$ cat config.mk
export PLATFORM = sky130hd
export DESIGN_NAME = graphite_cmd_fifo
export DESIGN_NICKNAME = d
export VERILOG_FILES = /design/src/rtl/graphite_cmd_pkg.sv /design/src/rtl/graphite_fifo_mem.sv /design/src/rtl/graphite_cmd_fifo.sv
export SDC_FILE = /design/constraint.sdc
export NUM_CORES = 1
export LEC_CHECK = 0
export CAP_MARGIN = 20
export CORE_UTILIZATION = 63
export CTS_CLUSTER_SIZE = 30
export DETAILED_ROUTE_END_ITERATION = 7
export DONT_BUFFER_PORTS = 1
export PLACE_DENSITY_LB_ADDON = 0.05
export SLEW_MARGIN = 20
export SYNTH_ARGS = -nofsm -noshare
export SYNTH_HDL_FRONTEND = slang
export SYNTH_SLANG_ARGS = --single-unit
$ cat constraint.sdc
create_clock -name clk -period 9.3 [get_ports clk]
set_input_delay 1.395 -clock clk [delete_from_list [all_inputs] [get_ports clk]]
set_output_delay 1.395 -clock clk [all_outputs]
set_load 0.01 [all_outputs]
$ cat src/rtl/graphite_cmd_pkg.sv
// Shared constants and types for the graphite host command queue.
package graphite_cmd_pkg;

    localparam int unsigned CMD_DATA_WIDTH = 32;
    localparam int unsigned CMD_COUNT_W    = 32;

    typedef logic [CMD_DATA_WIDTH-1:0] cmd_word_t;

endpackage

$ cat src/rtl/graphite_fifo_mem.sv
// Storage array for the command queue: one registered write port and one
// asynchronous read port.
module graphite_fifo_mem #(
    parameter int unsigned ADDR_W = 4,
    parameter int unsigned DATA_W = 32
) (
    input  logic              clk,
    input  logic              i_we,
    input  logic [ADDR_W-1:0] i_waddr,
    input  logic [DATA_W-1:0] i_wdata,
    input  logic [ADDR_W-1:0] i_raddr,
    output logic [DATA_W-1:0] o_rdata
);

    logic [DATA_W-1:0] r_mem [2**ADDR_W];

    always_ff @(posedge clk) begin
        if (i_we) begin
            r_mem[i_waddr] <= i_wdata;
        end
    end

    assign o_rdata = r_mem[i_raddr];

endmodule

$ cat src/rtl/graphite_cmd_fifo.sv
// Host command queue feeding the graphite AXI-stream command slave, with
// fill level, sticky overflow and a downstream handshake counter.
module graphite_cmd_fifo
    import graphite_cmd_pkg::*;
#(
    parameter int unsigned DEPTH_LOG2 = 4,
    parameter int unsigned DATA_WIDTH = CMD_DATA_WIDTH
) (
    input  logic                   clk,
    input  logic                   reset_i,
    input  logic                   wr_en_i,
    input  logic [DATA_WIDTH-1:0]  wr_data_i,
    input  logic                   flush_i,
    output logic                   full_o,
    output logic                   empty_o,
    output logic [DEPTH_LOG2:0]    level_o,
    output logic                   overflow_o,
    output logic [CMD_COUNT_W-1:0] cmd_count_o,
    output logic                   cmd_axis_tvalid_o,
    input  logic                   cmd_axis_tready_i,
    output logic [DATA_WIDTH-1:0]  cmd_axis_tdata_o
);

    localparam int unsigned DEPTH = 2**DEPTH_LOG2;
    localparam int unsigned LVL_W = DEPTH_LOG2 + 1;

    logic [DEPTH_LOG2-1:0]  r_wr_ptr;
    logic [DEPTH_LOG2-1:0]  r_rd_ptr;
    logic [LVL_W-1:0]       r_level;
    logic                   r_overflow;
    logic [CMD_COUNT_W-1:0] r_cmd_count;

    logic w_full;
    logic w_empty;
    logic w_push;
    logic w_pop;

    // Flags come from the registered level, so a same-cycle pop never frees
    // space for a push that arrives while full.
    assign w_full  = (r_level == LVL_W'(DEPTH));
    assign w_empty = (r_level == '0);
    assign w_push  = wr_en_i & ~w_full & ~flush_i;
    assign w_pop   = ~w_empty & cmd_axis_tready_i;

    graphite_fifo_mem #(
        .ADDR_W(DEPTH_LOG2),
        .DATA_W(DATA_WIDTH)
    ) u_mem (
        .clk    (clk),
        .i_we   (w_push & ~reset_i),
        .i_waddr(r_wr_ptr),
        .i_wdata(wr_data_i),
        .i_raddr(r_rd_ptr),
        .o_rdata(cmd_axis_tdata_o)
    );

    always_ff @(posedge clk) begin
        if (reset_i) begin
            r_wr_ptr    <= '0;
            r_rd_ptr    <= '0;
            r_level     <= '0;
            r_overflow  <= 1'b0;
            r_cmd_count <= '0;
        end else if (flush_i) begin
            r_wr_ptr   <= '0;
            r_rd_ptr   <= '0;
            r_level    <= '0;
            r_overflow <= 1'b0;
        end else begin
            if (w_push) begin
                r_wr_ptr <= r_wr_ptr + DEPTH_LOG2'(1);
            end
            if (w_pop) begin
                r_rd_ptr    <= r_rd_ptr + DEPTH_LOG2'(1);
                r_cmd_count <= r_cmd_count + CMD_COUNT_W'(1);
            end
            if (wr_en_i && w_full) begin
                r_overflow <= 1'b1;
            end
            case ({w_push, w_pop})
                2'b10:   r_level <= r_level + LVL_W'(1);
                2'b01:   r_level <= r_level - LVL_W'(1);
                default: r_level <= r_level;
            endcase
        end
    end

    assign full_o            = w_full;
    assign empty_o           = w_empty;
    assign level_o           = r_level;
    assign overflow_o        = r_overflow;
    assign cmd_count_o       = r_cmd_count;
    assign cmd_axis_tvalid_o = ~w_empty;

endmodule

# == After elaboration in Yosys (flattened, before gate mapping) ==
# Memory sizes are Yosys's and may differ from the RTL's. A register that Yosys moved wholly into a read port is not among the register bits.
# Index checks and enable logic that the tools add are counted.
# word_totals
memories,1
mem_bits_rw,512
reg_bits,46
output_inout_bits,73
input_bits,37
wordCells,32
# memory_table
memory,words,width,rd,rd_ports_with_merged_regs,write_ports,line,source
u_mem.r_mem,16,32,1,1,1,graphite_fifo_mem.sv:15,logic [DATA_W-1:0] r_mem [2**ADDR_W];
# classes
muxes,5
n_eq_ne,3
n_bitwise,8
addsub,5
reduce_logical,5
# op_table
op,n
$add A32 B1 Y32 const B,1
$pmux W5 S2,1
$add A4 B1 Y4 const B,2
$mux W4,2
$add A5 B1 Y5 const B,1
$eq A5 B5 Y1 const B,1
$logic_not A5 Y1,1
$sub A5 B1 Y5 const B,1
$and A1 B1 Y1,4
$not A1 Y1,4
$eq A2 B1 Y1 const B,1
$eq A2 B2 Y1 const B,1
$mux W1,2
$reduce_and A2 Y1,1
$reduce_bool A2 Y1,1
$reduce_or A2 Y1,1
$logic_and A1 B1 Y1,1

# == Depth between registers and ports, before layout ==
# Gate-level depths: netlist of run 1.
# logic_depth
word_depth,7
mapped_depth,10
depth_no_buf,9

# == Hierarchy ==
# From an unflattened synthesis of run 1, not the netlist that was laid out.
# hier_totals
cells_unflattened,1061
area_unflattened_um2,21439.3
# modules_own_cells
module,n_inst,cells_per_inst,area_each_um2,seq_area_each_um2
graphite_fifo_mem,1,806,19213.4,15374.7
graphite_cmd_fifo,1,255,2225.9,920.9

# == Worst setup path before layout of run 1 ==
# OpenSTA, ideal clock, no wires.
# synth_timing
kind,input to register
from,input port reset_i
to,"memory u_mem.r_mem[0][0], enable pin"
path_slack_ns,4.114
stages,6
setup_time_ns,0.461
path_buffers,2
t_required_ns,8.839
t_arrival_ns,4.725
cell_sequence,clkbuf_1 -> or2_2 -> clkbuf_1 -> a211oi_1 -> nand2_1 -> nor3_1
# synth_between
elab_chain_cells,4
# synth_lines
element,line,source
start: declaration,graphite_cmd_fifo.sv:10,"input logic reset_i,"
$not A1 Y1,graphite_cmd_fifo.sv:50,".i_we (w_push & ~reset_i),"
$and A1 B1 Y1,graphite_cmd_fifo.sv:50,
$mux W1,graphite_fifo_mem.sv:18,if (i_we) begin
$mux W1 (not written as such),graphite_fifo_mem.sv:19,r_mem[i_waddr] <= i_wdata;
end: declaration,graphite_fifo_mem.sv:15,
# No other way between the ends.

==> results.py, run 1 <==
metrics = {
    "synthesis": {
        "syn_nets": 1060,
        "async_flop_share": 0,
        "avgSynthCellArea_um2": 21.5,
        "yosysTopAreaCellShare": 0.708,
        "synthFlopType": "edfxtp_1",
        "synth_top_area_cell": "edfxtp_1",
        "synth_common_cells": "512 x edfxtp_1, 160 x mux4_2, 50 x dfxtp_1, 38 x nor2_1, 32 x clkbuf_1",
        "syn-instance-count": 1012,
        "yosys_warnings": 0,
        "synth_most_common_cell": "edfxtp_1",
        "synth_edf_count": 512,
        "synthTopCellsByArea": "edfxtp_1 71%, mux4_2 17%, dfxtp_1 4.6%",
        "ys_types": 45,
        "syn_area_mm2": 0.0217,
        "synth_seq_area_share": 0.754,
        "synth-seq-cells": 562,
    },
    "sta": {
        "layout_min_cycle_time_ps": 4910,
        "slew_violations": 0,
        "clock_skew_ps": 19.5,
        "finalCritPeriodShare": 0.528,
        "hold_ws_ps": 545,
        "max_freq_mhz": 204,
        "tightest_slew_ps": 1080,
        "final_hold_viol_count": 0,
        "final-setup-viol-count": 0,
        "fin_setup_tns_ps": 0,
        "grt_setup_unrepaired": "no",
        "slew_headroom": 0.278,
    },
    "detailed_routing": {
        "via_count": 10126,
        "wl_per_cell_um": 28.4,
        "via_per_inst": 6.58,
        "final_antenna_net_count": 0,
        "wl_um": 43700,
        "first_pass_iters": 5,
        "dr.first_iter.drc_count": 971,
        "drcViolationCount": 0,
    },
    "setup_path": {
        "critPathKind": "register to output pin",
        "critPathMaxFanout": 72,
        "endpoint_kind": "output pin",
        "reg2reg_depth": 9,
        "startpoint_type": "register",
        "cp.required_ps": 7910,
        "cp.arrival_ps": 3520,
    },
    "die": {
        "die_x_um": 188,
        "die_area_mm2": 0.0352,
        "io_pins": 110,
        "core_area_mm2": 0.0337,
        "rows": 67,
        "die_h_um": 188,
        "initial_core_util": 0.644,
    },
    "clock_tree": {
        "cts_hold_buffers": 0,
        "clockBufferDepth": 3,
        "cts-root-buf": "clkbuf_16",
        "clkLatencyLatePin_ps": 580,
        "cts-resized-gates": 0,
        "htreeDepth": 2,
        "cts.sinks": 562,
        "post-cts-setup-buffers": 0,
        "clk_pin_slew_worst_paths_ps": 60,
        "cts_tree": "yes",
        "cts_made_buffers": 54,
    },
    "placement": {
        "dp_hpwl_um": 25600,
        "port_buffers": 0,
        "gp_congestion": 0.753,
    },
    "hold_path": {
        "holdPathStages": 2,
        "min_path_type": "register to register",
    },
    "global_routing": {
        "antenna_found_initial": 0,
        "grt_max_degree": 73,
        "grt_pass1_wl_um": 66100,
        "grtUsageTotal": 0.257,
        "first_global_vias": 10635,
        "overflow": 0,
    },
    "power_and_ir_drop": {
        "powerDensity_mw_per_mm2": 200,
        "p_leak_uw": 0.00742,
        "ir_worst_vdd_v": 0.000177,
    },
    "cells_and_area": {
        "area_growth_syn_to_layout_pct": 12.8,
        "drive_gt1_frac": 0.267,
        "antennaDiodeCount": 0,
        "nets": 1095,
    },
    "run": {
        "maxCapViolations": 0,
    },
    "run_status": {
        "status": "complete, no violations",
    },
}
[report_power, final]
part           internal, uW  switching, uW  total [uW]  leakage, uW
combinational          25.7           27.6        53.3      0.00159
sequential             2760           5.50        2770      0.00501
clock                  1180            890        2070     0.000823
total                  3960            923        4890      0.00742
[per-layer routing]
metal	track usage	wire length, um	share of wire	vias to the layer above
met3	0.0547	2860	0.065	72
met2	0.428	22400	0.51	377
met1	0.349	17600	0.40	5330
li1	-	-	-	4347
met4	0.0704	907	0.021	0
met5	0	0	0	-
[flip-flops by register name, indices dropped and copies added (netlist names), named ones only]
register / cells
cmd_count_o: 32
level_o: 5
overflow_o: 1
r_rd_ptr: 4
r_wr_ptr: 4
u_mem.r_mem: 512
[worst max-delay path: stages (launching register included)]
cell and delay, ps:
dfxtp_4 1020, buf_4 820, mux4_2 460, mux4_2 570
[cell usage in the layout, fill, tap and decap left out, types with 5 or more instances in the layout]
cell type / n
clkbuf_16: 54
mux2i_1: 6
or3_1: 5
edfxtp_1: 512
o31ai_1: 19
buf_4: 11
nand3_1: 11
inv_1: 10
o21ai_0: 5
nand4_1: 7
nor2_4: 12
nand2_1: 18
dfxtp_1: 46
a21oi_1: 28
or4_1: 21
mux4_2: 160
xor2_1: 10
clkinv_1: 14
ha_1: 10
buf_16: 19
nor2_1: 26
clkbuf_1: 14
clkinv_2: 12
[kinds of logic after synthesis]
| group | synth area share |
|---|---|
| compound gates | 0.0197 |
| xor+xnor | 0.00524 |
| fa+ha+maj | 0.00668 |
| buf+inv | 0.0126 |
| flops | 0.754 |
| mux | 0.170 |
| simple gates | 0.0315 |
[worst paths after layout]
path | slack, ps | endpoint | start
worst max-delay path | 4390 | cmd_axis_tdata_o[0] | register
worst min-delay path | 540 | overflow_o | overflow_o
worst max register to register | 6000 | level_o[4] | level_o[0]
worst min register to register | 540 | overflow_o | overflow_o
[metrics by stage]
stage	cell area [um2]	util	setup slack (ps)	total power, uW	std cells
after floorplan	21700	-	4110	2860	1012
after global placement	22300	0.660	4730	2870	1418
after detailed placement	22800	0.677	4640	2870	1439
after CTS	24500	0.727	4030	4920	1540
after global routing	24500	0.727	4190	5010	1540
final	24500	0.727	4390	4890	1540
[cell type report]
| class | instances | area [um2] |
|---|---|---|
| clock buffers | 68 | 1400 |
| repair buffers | 33 | 657 |
| fillers | 1917 | 9210 |
| multi-input cells | 386 | 5180 |
| well taps | 448 | 561 |
| flip-flops and latches | 562 | 16400 |
| inverters | 10 | 37.5 |
| clock inverters | 33 | 267 |
(Power assumes the default switching activity.)
==> run 2, diff against run 1 <==
==> constraint.sdc (replaced) <==
create_clock -name clk -period 5 [get_ports clk]
set_input_delay 0.75 -clock clk [delete_from_list [all_inputs] [get_ports clk]]
set_output_delay 0.75 -clock clk [all_outputs]
set_load 0.01 [all_outputs]
==> run 2 against run 1 <==
Compared with the run above: worst hold slack worse by 300 ps; critical endpoint is now cmd_axis_tdata_o[3]; design area shrank 0.71%; critical path type unchanged; sequential share of layout area up 0.48 points; register-to-register slack worse by 4400 ps; clock-buffer cell count up 10; cell count shrank 0.52%; sequential power is 86% higher; non-clock buffer count fell by 7; highest routed layer unchanged; combinational power increased by 89%; critical path depth is the same.
==> results.py, run 2 (synthesis gave the netlist of run 1 again) <==
metrics = {
    "sta": {
        "finalCritPeriodShare": 0.765,
        "final_hold_viol_count": 0,
        "clock_skew_ps": 15.6,
        "grt_setup_unrepaired": "no",
        "tightest_slew_ps": 851,
        "slew_violations": 0,
        "max_freq_mhz": 261,
        "fin_setup_tns_ps": 0,
        "layout_min_cycle_time_ps": 3830,
        "final-setup-viol-count": 0,
        "slew_headroom": 0.432,
    },
    "setup_path": {
        "endpoint_kind": "output pin",
        "startpoint_type": "register",
        "cp.arrival_ps": 3080,
        "critPathKind": "register to output pin",
        "critPathMaxFanout": 40,
        "cp.required_ps": 4250,
    },
    "run": {
        "maxCapViolations": 0,
    },
    "die": {
        "rows": 67,
        "die_area_mm2": 0.0352,
        "core_area_mm2": 0.0337,
        "die_h_um": 188,
        "initial_core_util": 0.644,
        "die_x_um": 188,
        "io_pins": 110,
    },
    "detailed_routing": {
        "wl_met1_um": 16100,
        "drcViolationCount": 0,
        "via_count": 10125,
        "wl_met2_um": 22600,
        "final_antenna_net_count": 0,
        "dr.first_iter.drc_count": 774,
        "wl_um": 42600,
        "routed.top_layer": "met4",
        "via_per_inst": 6.61,
        "wl_per_cell_um": 27.8,
        "wl_met3_um": 2980,
        "first_pass_iters": 7,
    },
    "cells_and_area": {
        "area_growth_syn_to_layout_pct": 12.0,
        "regMostFlops": "u_mem.r_mem",
        "seqCellArea_mm2": 0.0164,
        "drive_gt1_frac": 0.263,
        "final_cells": 1532,
        "nets": 1088,
        "final_common_cell": "edfxtp_1",
        "final_cell_mix": "512 x edfxtp_1, 160 x mux4_2, 59 x clkbuf_16, 46 x dfxtp_1, 28 x a21oi_1",
        "largest_reg_flops": 512,
        "multiInputGateArea_mm2": 0.00519,
        "antennaDiodeCount": 0,
        "nFillCells": 1936,
    },
    "placement": {
        "gp_congestion": 0.757,
        "dp_hpwl_um": 24800,
        "placed_cells": 1432,
        "port_buffers": 0,
    },
    "global_routing": {
        "overflow": 0,
        "grt_pass1_wl_um": 65600,
        "antenna_found_initial": 0,
        "first_global_vias": 10748,
        "grt_max_degree": 75,
        "grtUsageTotal": 0.253,
    },
    "clock_tree": {
        "clk_pin_slew_worst_paths_ps": 60,
        "clockBufferDepth": 3,
        "clkLatencyLatePin_ps": 570,
        "cts_tree": "yes",
        "cts-resized-gates": 0,
        "cts.sinks": 562,
        "cts-root-buf": "clkbuf_16",
        "htreeDepth": 2,
        "cts_made_buffers": 54,
        "cts_hold_buffers": 0,
        "post-cts-setup-buffers": 0,
    },
    "power_and_ir_drop": {
        "powerDensity_mw_per_mm2": 374,
        "ir_worst_vdd_v": 0.000305,
        "p_leak_uw": 0.00733,
    },
    "run_status": {
        "status": "complete, no violations",
    },
    "hold_path": {
        "min_path_type": "input pin to register",
    },
}
==> run 2: changes by cell type in the layout (fill, tap and decap cells not counted), sizes merged <==
cell	delta
bufinv	-3
clkinvlp	+2
clkinv	-9
clkbuf	+10
inv	-1
buf	-7
==> run 2: final cells by class <==
cell class / instances / share of cell area
Clock buffer: 78 / 0.0646
Clock inverter: 22 / 0.00520
Inverter: 10 / 0.00154
Multi-Input combinational cell: 386 / 0.213
Sequential cell: 562 / 0.674
Tap cell: 448 / 0.0231
Timing Repair Buffer: 26 / 0.0184
==> run 2: per-layer routing <==
| layer | GRT usage | vias to the layer above |
|---|---|---|
| met3 | 0.0515 | 67 |
| li1 | - | 4320 |
| met1 | 0.325 | 5329 |
| met2 | 0.442 | 409 |
| met5 | 0 | - |
| met4 | 0.0722 | 0 |
==> run 2: final timing paths <==
| path | cells after the start | to | slack [ps] | startpoint |
|---|---|---|---|---|
| min | 1 | cmd_count_o[0] | 240 | reset_i |
| min reg2reg | 2 | overflow_o | 550 | overflow_o |
| max reg2reg | 9 | level_o[4] | 1630 | level_o[0] |
| max | 3 | cmd_axis_tdata_o[3] | 1170 | register |
==> run 2: stage by stage <==
step	setup WS (ps)	power (uW)	hold slack [ps]	cell area, um2	utilization
after detailed placement	1690	5350	537	22600	0.671
final	1170	9100	240	24300	0.722
after floorplan	459	5330	502	21700	-
after global placement	1540	5340	524	22300	0.662
after CTS	1050	9160	212	24300	0.721
after global routing	955	9330	226	24300	0.722
==> run 2: power breakdown <==
| group | switching (uW) | internal [uW] |
|---|---|---|
| logic | 52.6 | 48.7 |
| registers | 9.62 | 5130 |
| clock network | 1630 | 2220 |
| total | 1690 | 7410 |
==> run 2: worst max-delay path, cell delays in order, from the launching register on <==
cell and delay (ps):
dfxtp_4 890, buf_12 380, mux4_2 600, mux4_2 570
==> run 3, diff against run 2 <==
==> constraint.sdc (replaced) <==
create_clock -name clk -period 3.75 [get_ports clk]
set_input_delay 0.5625 -clock clk [delete_from_list [all_inputs] [get_ports clk]]
set_output_delay 0.5625 -clock clk [all_outputs]
set_load 0.01 [all_outputs]
==> run 3 against run 2 <==
Compared with the run above: first-iteration DRC count rose by 21%; sequential cell count stayed put; clock skew up 5.1 ps; wire length increased by 2.9%; cell count up 0.52%; clock-buffer cell count decreased by 18; clock power rose by 43%; power grew 37%; critical path type unchanged; highest routed layer unchanged.
==> results.py, run 3 (synthesis gave the netlist of run 1 again) <==
metrics = {
    "run_status": {
        "status": "complete, no violations",
    },
    "clock_tree": {
        "cts.sinks": 562,
        "cts_tree": "yes",
        "htreeDepth": 2,
        "cts-root-buf": "clkbuf_16",
        "clkLatencyLatePin_ps": 580,
        "cts-resized-gates": 0,
        "cts_made_buffers": 54,
        "clockBufferDepth": 3,
        "post-cts-setup-buffers": 0,
        "cts_hold_buffers": 0,
        "clk_pin_slew_worst_paths_ps": 60,
    },
    "setup_path": {
        "path_cells": "buf_4 -> mux4_2 -> mux4_2",
        "critPathMaxFanout": 20,
        "cp.arrival_ps": 2700,
        "critPathKind": "register to output pin",
        "slowest_stage": "mux4_2",
        "startpoint_type": "register",
        "path_buf_inv": 1,
        "cp_common_cell": "mux4_2",
        "critPathTopFamily": "multiplexers",
        "max_stage_delay_ps": 600,
        "endpoint_kind": "output pin",
        "cp.required_ps": 3190,
    },
    "sta": {
        "slew_violations": 0,
        "final_hold_viol_count": 0,
        "slew_headroom": 0.251,
        "fin_setup_tns_ps": 0,
        "layout_min_cycle_time_ps": 3260,
        "clock_skew_ps": 20.7,
        "tightest_slew_ps": 1120,
        "finalCritPeriodShare": 0.869,
        "final-setup-viol-count": 0,
        "grt_setup_unrepaired": "no",
        "max_freq_mhz": 307,
    },
    "run": {
        "maxCapViolations": 0,
    },
    "placement": {
        "dp_hpwl_um": 24700,
        "gp_congestion": 0.781,
        "placed_cells": 1442,
        "port_buffers": 0,
    },
    "die": {
        "die_x_um": 188,
        "core_area_mm2": 0.0337,
        "io_pins": 110,
        "die_area_mm2": 0.0352,
        "die_h_um": 188,
        "initial_core_util": 0.644,
        "rows": 67,
    },
    "global_routing": {
        "grtUsageTotal": 0.260,
        "grt_max_degree": 54,
        "first_global_vias": 10726,
        "overflow": 0,
        "antenna_found_initial": 0,
        "grt_pass1_wl_um": 67200,
    },
    "power_and_ir_drop": {
        "comb_power_share": 0.011,
        "ir_worst_vdd_v": 0.000374,
        "intPower_uw": 10200,
        "p_switching_uw": 2290,
        "powerDensity_mw_per_mm2": 513,
        "p_leak_uw": 0.00739,
        "p_seq_frac": 0.548,
        "clkPwrFrac": 0.441,
        "power.total_uw": 12500,
        "power_switching_share": 0.184,
    },
    "detailed_routing": {
        "wl_per_cell_um": 28.5,
        "dr.first_iter.drc_count": 938,
        "final_antenna_net_count": 0,
        "drcViolationCount": 0,
        "via_per_inst": 6.60,
        "first_pass_iters": 5,
        "via_count": 10158,
        "wl_um": 43800,
    },
    "hold_path": {
        "min_path_type": "input pin to register",
    },
    "cells_and_area": {
        "nets": 1098,
        "final_cells": 1540,
        "largest_reg_flops": 512,
        "final_cell_mix": "512 x edfxtp_1, 160 x mux4_2, 55 x clkbuf_16, 46 x dfxtp_1, 28 x a21oi_1",
        "regMostFlops": "u_mem.r_mem",
        "final_common_cell": "edfxtp_1",
        "area_growth_syn_to_layout_pct": 12.3,
        "drive_gt1_frac": 0.276,
        "antennaDiodeCount": 0,
    },
}
## run 3: final timing paths
check	start	endpoint	slack [ps]	cells past startpoint
worst min register to register	overflow_o	overflow_o	550	2
worst max register to register	level_o[0]	level_o[4]	620	9
worst min-delay path	reset_i	cmd_count_o[12]	70	1
worst max-delay path	register	cmd_axis_tdata_o[11]	490	3
## run 3: routing by layer
layer | up-vias | GRT usage | wire length [um]
met5 | - | 0 | 0
met4 | 0 | 0.0738 | 989
met3 | 55 | 0.0556 | 2910
met2 | 391 | 0.439 | 22900
met1 | 5372 | 0.345 | 17000
li1 | 4340 | - | -
## run 3: per-stage QoR
stage           util  worst slack, ps  hold WS, ps  cell area, um2
2_1_floorplan      -              250          502           21700
3_3_place_gp   0.670              806          530           22600
3_5_place_dp   0.670              660          537           22600
4_1_cts        0.724              422         38.5           24400
5_1_grt        0.724              371         38.0           24400
6_report       0.724              492         70.2           24400
## run 3: worst reg2reg max path, cell delays in order (launching register included)
cell	delay (ps)
dfxtp_1	410
or4_1	590
o21ai_1	400
inv_1	90
ha_1	280
fa_1	460
a21o_1	210
a21oi_1	170
mux2i_1	230
mux2i_1	210
## run 3: area by class of cell
| type | count | area, um2 |
|---|---|---|
| well taps | 448 | 561 |
| clock buffers | 60 | 1410 |
| inverters | 10 | 37.5 |
| multi-input cells | 386 | 5200 |
| repair buffers | 36 | 395 |
| clock inverters | 38 | 405 |
| flip-flops and latches | 562 | 16400 |
| fillers | 1909 | 9310 |
## run 3: power groups by stage
stage               combinational (uW)  sequential (uW)  clock, uW
floorplan                          115             6980          0
global placement                   140             6990          0
detailed placement                 142             6990          0
CTS                                143             6850       5600
global route                       151             6850       5830
finish                             141             6850       5510
